File: config.mk
export PLATFORM = sky130hd
export DESIGN_NAME = turbo_block_scheduler
export DESIGN_NICKNAME = d
export VERILOG_FILES = /design/src/rtl/turbo_block_scheduler.sv
export SDC_FILE = /design/constraint.sdc
export NUM_CORES = 1
export LEC_CHECK = 0
export BUFFER_PORTS_ARGS = -buffer_cell sky130_fd_sc_hd__buf_4
export CAP_MARGIN = 20
export CORE_ASPECT_RATIO = 0.9
export CORE_MARGIN = 1
export CORE_UTILIZATION = 35
export DETAILED_ROUTE_END_ITERATION = 8
export PLACE_DENSITY = 0.64
export SLEW_MARGIN = 20
export SYNTH_ARGS = -nofsm -noshare
export SYNTH_HDL_FRONTEND = slang
export SYNTH_SLANG_ARGS = --single-unit
File: constraint.sdc
create_clock -name clk -period 3.5 [get_ports clk]
set_input_delay 0.35 -clock clk [delete_from_list [all_inputs] [get_ports clk]]
set_output_delay 0.35 -clock clk [all_outputs]
set_load 0.02 [all_outputs]
File: src/rtl/turbo_block_scheduler.sv
// turbo_block_scheduler: shares one turbo encoder between two block sources.
// Ports: clk/rst, req/len/vld/ck/ckp per source, gnt per source, enc_* bit
// stream, busy, blk_done, active_src. Macro TURBO_SCHED_RR_EN: round-robin.
module turbo_block_scheduler #(
  parameter int K_SHORT  = 1056,
  parameter int K_LONG   = 6144,
  parameter int TAIL_GAP = 4,
  parameter int CW       = 13
) (
  input  logic clk,
  input  logic rst,
  input  logic req0,
  input  logic req1,
  input  logic len0,
  input  logic len1,
  input  logic vld0,
  input  logic vld1,
  input  logic ck0,
  input  logic ck1,
  input  logic ckp0,
  input  logic ckp1,
  output logic gnt0,
  output logic gnt1,
  output logic enc_data_valid,
  output logic enc_ck,
  output logic enc_ckp,
  output logic enc_length,
  output logic busy,
  output logic blk_done,
  output logic active_src
);

  localparam logic [1:0] IDLE = 2'd0;
  localparam logic [1:0] XFER = 2'd1;
  localparam logic [1:0] TAIL = 2'd2;

  localparam int GW = (TAIL_GAP < 2) ? 1 : $clog2(TAIL_GAP);
  localparam logic [GW-1:0] GAP_LAST = GW'(TAIL_GAP - 1);
  localparam logic [CW-1:0] LAST_S = CW'(K_SHORT - 1);
  localparam logic [CW-1:0] LAST_L = CW'(K_LONG - 1);

  logic [1:0]    state;
  logic [CW-1:0] cnt;
  logic [GW-1:0] gap;
  logic          win;
  logic          acc;
  logic          last;
  logic          tail_end;
  logic          grant;

`ifdef TURBO_SCHED_RR_EN
  logic ptr;
  // On contention the pointer names the source not granted last.
  assign win = (req0 & req1) ? ptr : req1;
`else
  assign win = req1 & ~req0;
`endif

  assign acc      = (gnt0 & vld0) | (gnt1 & vld1);
  assign last     = (cnt == (enc_length ? LAST_L : LAST_S));
  assign tail_end = (state == TAIL) && (gap == GAP_LAST);
  // Arbitration runs in IDLE and on the final tail cycle.
  assign grant    = (req0 | req1) && ((state == IDLE) || tail_end);
  assign blk_done = tail_end;
  assign busy     = (state != IDLE);

  always_ff @(posedge clk) begin
    if (rst) begin
      state          <= IDLE;
      cnt            <= '0;
      gap            <= '0;
      gnt0           <= 1'b0;
      gnt1           <= 1'b0;
      enc_data_valid <= 1'b0;
      enc_ck         <= 1'b0;
      enc_ckp        <= 1'b0;
      enc_length     <= 1'b0;
      active_src     <= 1'b0;
`ifdef TURBO_SCHED_RR_EN
      ptr            <= 1'b0;
`endif
    end else begin
      enc_data_valid <= 1'b0;
      unique case (state)
        IDLE: ;
        XFER: begin
          if (acc) begin
            enc_data_valid <= 1'b1;
            enc_ck         <= gnt1 ? ck1 : ck0;
            enc_ckp        <= gnt1 ? ckp1 : ckp0;
            // Counter parks on K-1 rather than wrapping.
            if (last) begin
              gnt0  <= 1'b0;
              gnt1  <= 1'b0;
              gap   <= '0;
              state <= TAIL;
            end else begin
              cnt <= cnt + 1'b1;
            end
          end
        end
        TAIL: begin
          gap <= gap + 1'b1;
          if (tail_end) state <= IDLE;
        end
        default: state <= IDLE;
      endcase
      if (grant) begin
        state      <= XFER;
        gnt0       <= ~win;
        gnt1       <= win;
        enc_length <= win ? len1 : len0;
        active_src <= win;
        cnt        <= '0;
`ifdef TURBO_SCHED_RR_EN
        ptr        <= ~win;
`endif
      end
    end
  end

endmodule

# [Yosys cells after proc, flatten, opt, wreduce, memory -nomap -nowiden]
# Cells that the tools add are included.
# Widths: inputs -> output; s select.
[word_totals] output_inout_bits=9 reg_bits=24 word_cells=69
[classes] mux=18 reduce_logical=17 eq_ne=11 bitwise=10 n_addsub=2
[ops] op="$add 13x1->13 const B" count=1
[ops] op="$eq 13x13->1" count=1
[ops] op="$mux 13" count=1
[ops] op="$mux 1" count=10
[ops] op="$mux 2" count=5
[ops] op="$reduce_bool 2->1" count=5
[ops] op="$ne 3x3->1 const B" count=3
[ops] op="$reduce_and 3->1" count=3
[ops] op="$ne 2x2->1 const B" count=4
[ops] op="$reduce_and 4->1" count=2
[ops] op="$pmux 2 s3" count=1
[ops] op="$not 1->1" count=5
[ops] op="$eq 2x2->1 const B" count=2
[ops] op="$pmux 2 s2" count=1
[ops] op="$reduce_or 2->1" count=2
[ops] op="$and 1x1->1" count=3
[ops] op="$add 2x1->2 const B" count=1
[ops] op="$eq 2x1->1 const B" count=1
[ops] op="$logic_and 1x1->1" count=2
[ops] op="$logic_not 2->1" count=1
[ops] op="$or 1x1->1" count=2
[ops] op="$reduce_and 2->1" count=1
[ops] op="$logic_or 1x1->1" count=1

# [Logic depth before layout (Yosys ltp)]
[depth] word_depth=6 mapped_depth=8

# [Least setup slack after synthesis]
# No wires, ideal clock.
[synth_path] path_type="register to register" from="register cnt[0]" to="register cnt[6]" path_buffers=0 path_slack_ns=1.663 arrival_time_ns=1.768 stages_incl_launch_ff=7 synth_period_minus_slack_ns=1.837 required_time_ns=3.430 cell_sequence="dfxtp_1 -> ha_1 -> and2_4 -> and4b_1 -> o21a_2 -> or4_2 -> a21oi_1"
[synth_between] elab_chain_cells=3 word_cells_on_any_way=4 cone_classes="add/sub: 1; eq/ne: 1; bitwise: 1; reduce/logical: 1"
[synth_rtl] item="start, declared" line_no="43" rtl="logic [CW-1:0] cnt;"
[synth_rtl] item="start signal, assigned" line_no="98" rtl="cnt <= cnt + 1'b1;"
[synth_rtl] item="branches (longest 3 deep; another with $add 13x1->13)"
# Several ways; the timed one is not identified.
# A chain may end at the register's enable or synchronous reset.

# [Worst setup path in the final report]
# Same ends and word-level chain as after synthesis.

==> flow_summary.yaml <==
run_status:
  outcome: "finished clean"
global_routing:
  grt_first_pass_wirelength_um: 4816
  grt_usage_pct: 16.10
  grt_antenna_before_repair: 0
  grt_start_max_net_pins: 21
  via_count_of_the_first_global_routing_pass: 1125
  global_route.overflow_total: 0
pwr:
  post-layout-total-power_uw: 590.0
  vdd_drop_max_mv: 0.2332
  p_leak_nw: 0.5242
  power.density_nw_per_um2: 402.0
die:
  floorplan.rows: 20
  boundaryPins: 21
  floorplan.initialDensity_pct: 36.69
  floorplan.die.height_um: 58.67
  core_region_area_um2: 3403
  die_x_um: 64.96
  die_area_um2: 3811
timing:
  timing.hold.ws_ns: 0.3100
  fin_crit_ns: 2.064
  finalSetupViolations: 0
  measured_slew_at_the_worst_slew_check_pin_ns: 0.6200
  slew_headroom_pct: 58.39
  timing_hold_violations_final: 0
  timing.clock.skew_ns: 0.005641
  final_max_slew_viol_count: 0
  final.setup.tns_ns: 0
  final.setup.worst_slack_ns: 1.436
  maxClockFrequency_ghz: 0.4845
  rsz_0062_raised_after_global_routing: "no"
  layout_worst_path_cycle_share_pct: 58.97
synth:
  yosys_register_bits: 24
  synth_top_cells_by_area: "sky130_fd_sc_hd__dfxtp_1, sky130_fd_sc_hd__a21oi_1, sky130_fd_sc_hd__o31ai_1"
  synth-seq-area-share_pct: 38.48
  syn_area_um2: 1249
  syn_nets: 159
  synthCells: 145
  syn-mean-instance-area_um2: 8.612
  ys.warnings.count: 0
  post-synth-top-area-fraction_pct: 38.48
  ys_types: 48
  synth_area_leader_cell: "sky130_fd_sc_hd__dfxtp_1"
min_path:
  hold_depth: 2
  hold_path.class: "primary input to flop"
  min-delay-start: "req0"
  hold_end: "active_src$_SDFFE_PP0P_"
worst_setup_path:
  cpLargestDelayFamily: "simple AND/OR/NAND/NOR gates"
  crit_path_top_delay_cell: "sky130_fd_sc_hd__or4_2"
  crit_path_max_incr_delay_ns: 0.67
  critical_path_required_ns: 3.71
  worstRegToRegCells: 6
  timing.setup.critical_path_class: "flop to flop"
  worstPathMaxFanout: 20
  critPathArrivalTime_ns: 2.27
  critical_path.reg2reg.endpoint: "cnt[6]$_SDFFE_PP0P_"
  cp.buffers_inverters: 0
  r2r_slack_ns: 1.44
  timing.critical_path.cells: "ha_1 -> and2_4 -> and4b_1 -> o21a_2 -> or4_2 -> a21oi_1"
  critPathLaunchType: "flop"
  crit_path_end_kind: "flop"
  source_of_the_worst_register_to_register_timing_path: "cnt[0]$_SDFFE_PP0P_"
detailed_routing:
  route.detailed.wl_per_inst_um: 13.16
  drc_errors: 0
  post_drt_via_cell_ratio: 5.490
  route.final.wire_length_um: 2711
  post_route_ant_nets: 0
  drt-initial-drc-count: 30
  dr.pass1.iters: 4
  via_total_after_detailed_routing: 1131
cells_and_area:
  design_area_um2: 1468
  instances_no_fill: 206
  area_growth_pct: 17.54
  final_core_util_pct: 43.13
  n_antenna_cell: 0
  proportion_of_layout_cells_with_a_drive_suffix_above_1_pct: 24.07
  fill_cells: 349
  total_number_of_nets_in_the_final_design: 177
cts:
  cts.path.max_buffers: 2
  cts_inserted_buffers: 3
  cts.hold.buffers_added: 0
  htree_num_levels: 1
  cts.sink_count: 24
  tritoncts: "built"
  post_cts_resized: 0
  post_cts_buffers: 0
  cts.root.buffer_cell: "sky130_fd_sc_hd__clkbuf_8"
  clkSlewWorstSetupHoldPaths_ns: 0.08
  clkLatencyLatePin_ns: 0.27
placement:
  placed_cell_area_um2: 1396
  dp.final_hpwl_um: 2040
  port-buffer-count: 20
  dp_slack_ns: 1.447
  routabilityCongestion: 0.8236
  dp_cells: 202
job:
  max_cap_viol_count: 0
[Yosys cell counts (all sizes together)]
cell type,n
a211oi,3
a21o,1
a21oi,16
a221oi,1
a22oi,1
and2,3
and2b,2
and3,1
and4,1
and4b,1
buf,5
clkbuf,2
dfxtp,24
ha,2
inv,3
mux2i,2
nand2,10
nand2b,1
nand3,9
nand4,2
nor2,12
nor2b,4
nor3,2
nor3b,1
nor4,1
o2111ai,2
o211ai,2
o21a,1
o21ai,9
o31ai,6
o41ai,1
or2,2
or2b,1
or3,3
or4,7
or4b,1
[layer usage]
metal	part of all wire (%)	up-vias	track usage [%]
li1	-	576	-
met1	46	526	19.16
met2	50	27	28.87
met3	4.1	2	3.682
met4	0.52	0	4.762
met5	0	-	0
[layout make-up]
class                   instances  area, µm²  area share, %
multi-input cells             111      699.4          47.66
flip-flops and latches         24      480.5          32.74
repair buffers                 20      150.1          10.23
well taps                      44      55.05          3.751
clock buffers                   3      41.29          2.813
clock inverters                 1      30.03          2.046
inverters                       3      11.26         0.7673
[worst max-delay path by stage]
stage                                    from             endpoint  slack, ns  cells past startpoint
final                     cnt[0]$_SDFFE_PP0P_  cnt[6]$_SDFFE_PP0P_       1.44                      6
after global routing        gnt1$_SDFFE_PP0P_  cnt[6]$_SDFFE_PP0P_       1.24                      5
after CTS                 cnt[0]$_SDFFE_PP0P_  cnt[6]$_SDFFE_PP0P_       1.42                      6
after detailed placement  cnt[0]$_SDFFE_PP0P_  cnt[6]$_SDFFE_PP0P_       1.45                      6
after global placement    cnt[0]$_SDFFE_PP0P_  cnt[6]$_SDFFE_PP0P_       1.51                      6
after floorplan           cnt[0]$_SDFFE_PP0P_  cnt[6]$_SDFFE_PP0P_       1.66                      6
[cells in the final DEF (no fill, tap or decap), types with 2 or more instances in the layout]
cell and n:
sky130_fd_sc_hd__nor2_1 11, sky130_fd_sc_hd__or4_1 6, sky130_fd_sc_hd__a211oi_1 3, sky130_fd_sc_hd__or3_2 2
sky130_fd_sc_hd__ha_1 2, sky130_fd_sc_hd__o211ai_1 2, sky130_fd_sc_hd__clkbuf_8 3, sky130_fd_sc_hd__mux2i_1 2
sky130_fd_sc_hd__nand3_1 8, sky130_fd_sc_hd__dfxtp_1 24, sky130_fd_sc_hd__or2_2 2, sky130_fd_sc_hd__o2111ai_1 2
sky130_fd_sc_hd__nand4_1 2, sky130_fd_sc_hd__inv_1 3, sky130_fd_sc_hd__o21ai_1 2, sky130_fd_sc_hd__a21oi_1 15
sky130_fd_sc_hd__nand2_1 10, sky130_fd_sc_hd__nor2b_1 4, sky130_fd_sc_hd__buf_4 20, sky130_fd_sc_hd__and2b_1 2
sky130_fd_sc_hd__o21ai_0 7, sky130_fd_sc_hd__o31ai_1 6
[report_power, final]
group	total (mW)	switching (mW)	internal [mW]
logic	0.0621	0.0342	0.0279
clock network	0.242	0.0893	0.153
registers	0.285	0.00607	0.279
[worst register-to-register path: cells and delay by family, from the launching register on]
kind            cells  cell delay, ns
compound gates      2            0.37
fa+ha+maj           1            0.24
flops               1            0.35
simple gates        3            1.03
[registers in the layout (all words and copies together), names as in the netlist]
register / flops
state: 2
enc_data_valid: 1
enc_ck: 1
gap: 2
gnt0: 1
active_src: 1
cnt: 13
enc_ckp: 1
enc_length: 1
gnt1: 1
[logic make-up after synthesis]
kind of cell	Yosys count	share of synthesized area, %
simple gates	64	30.76
compound gates	43	21.64
mux	2	1.603
flops	24	38.48
buf+inv	10	5.511
fa+ha+maj	2	2.004
(Power assumes the default switching activity.)
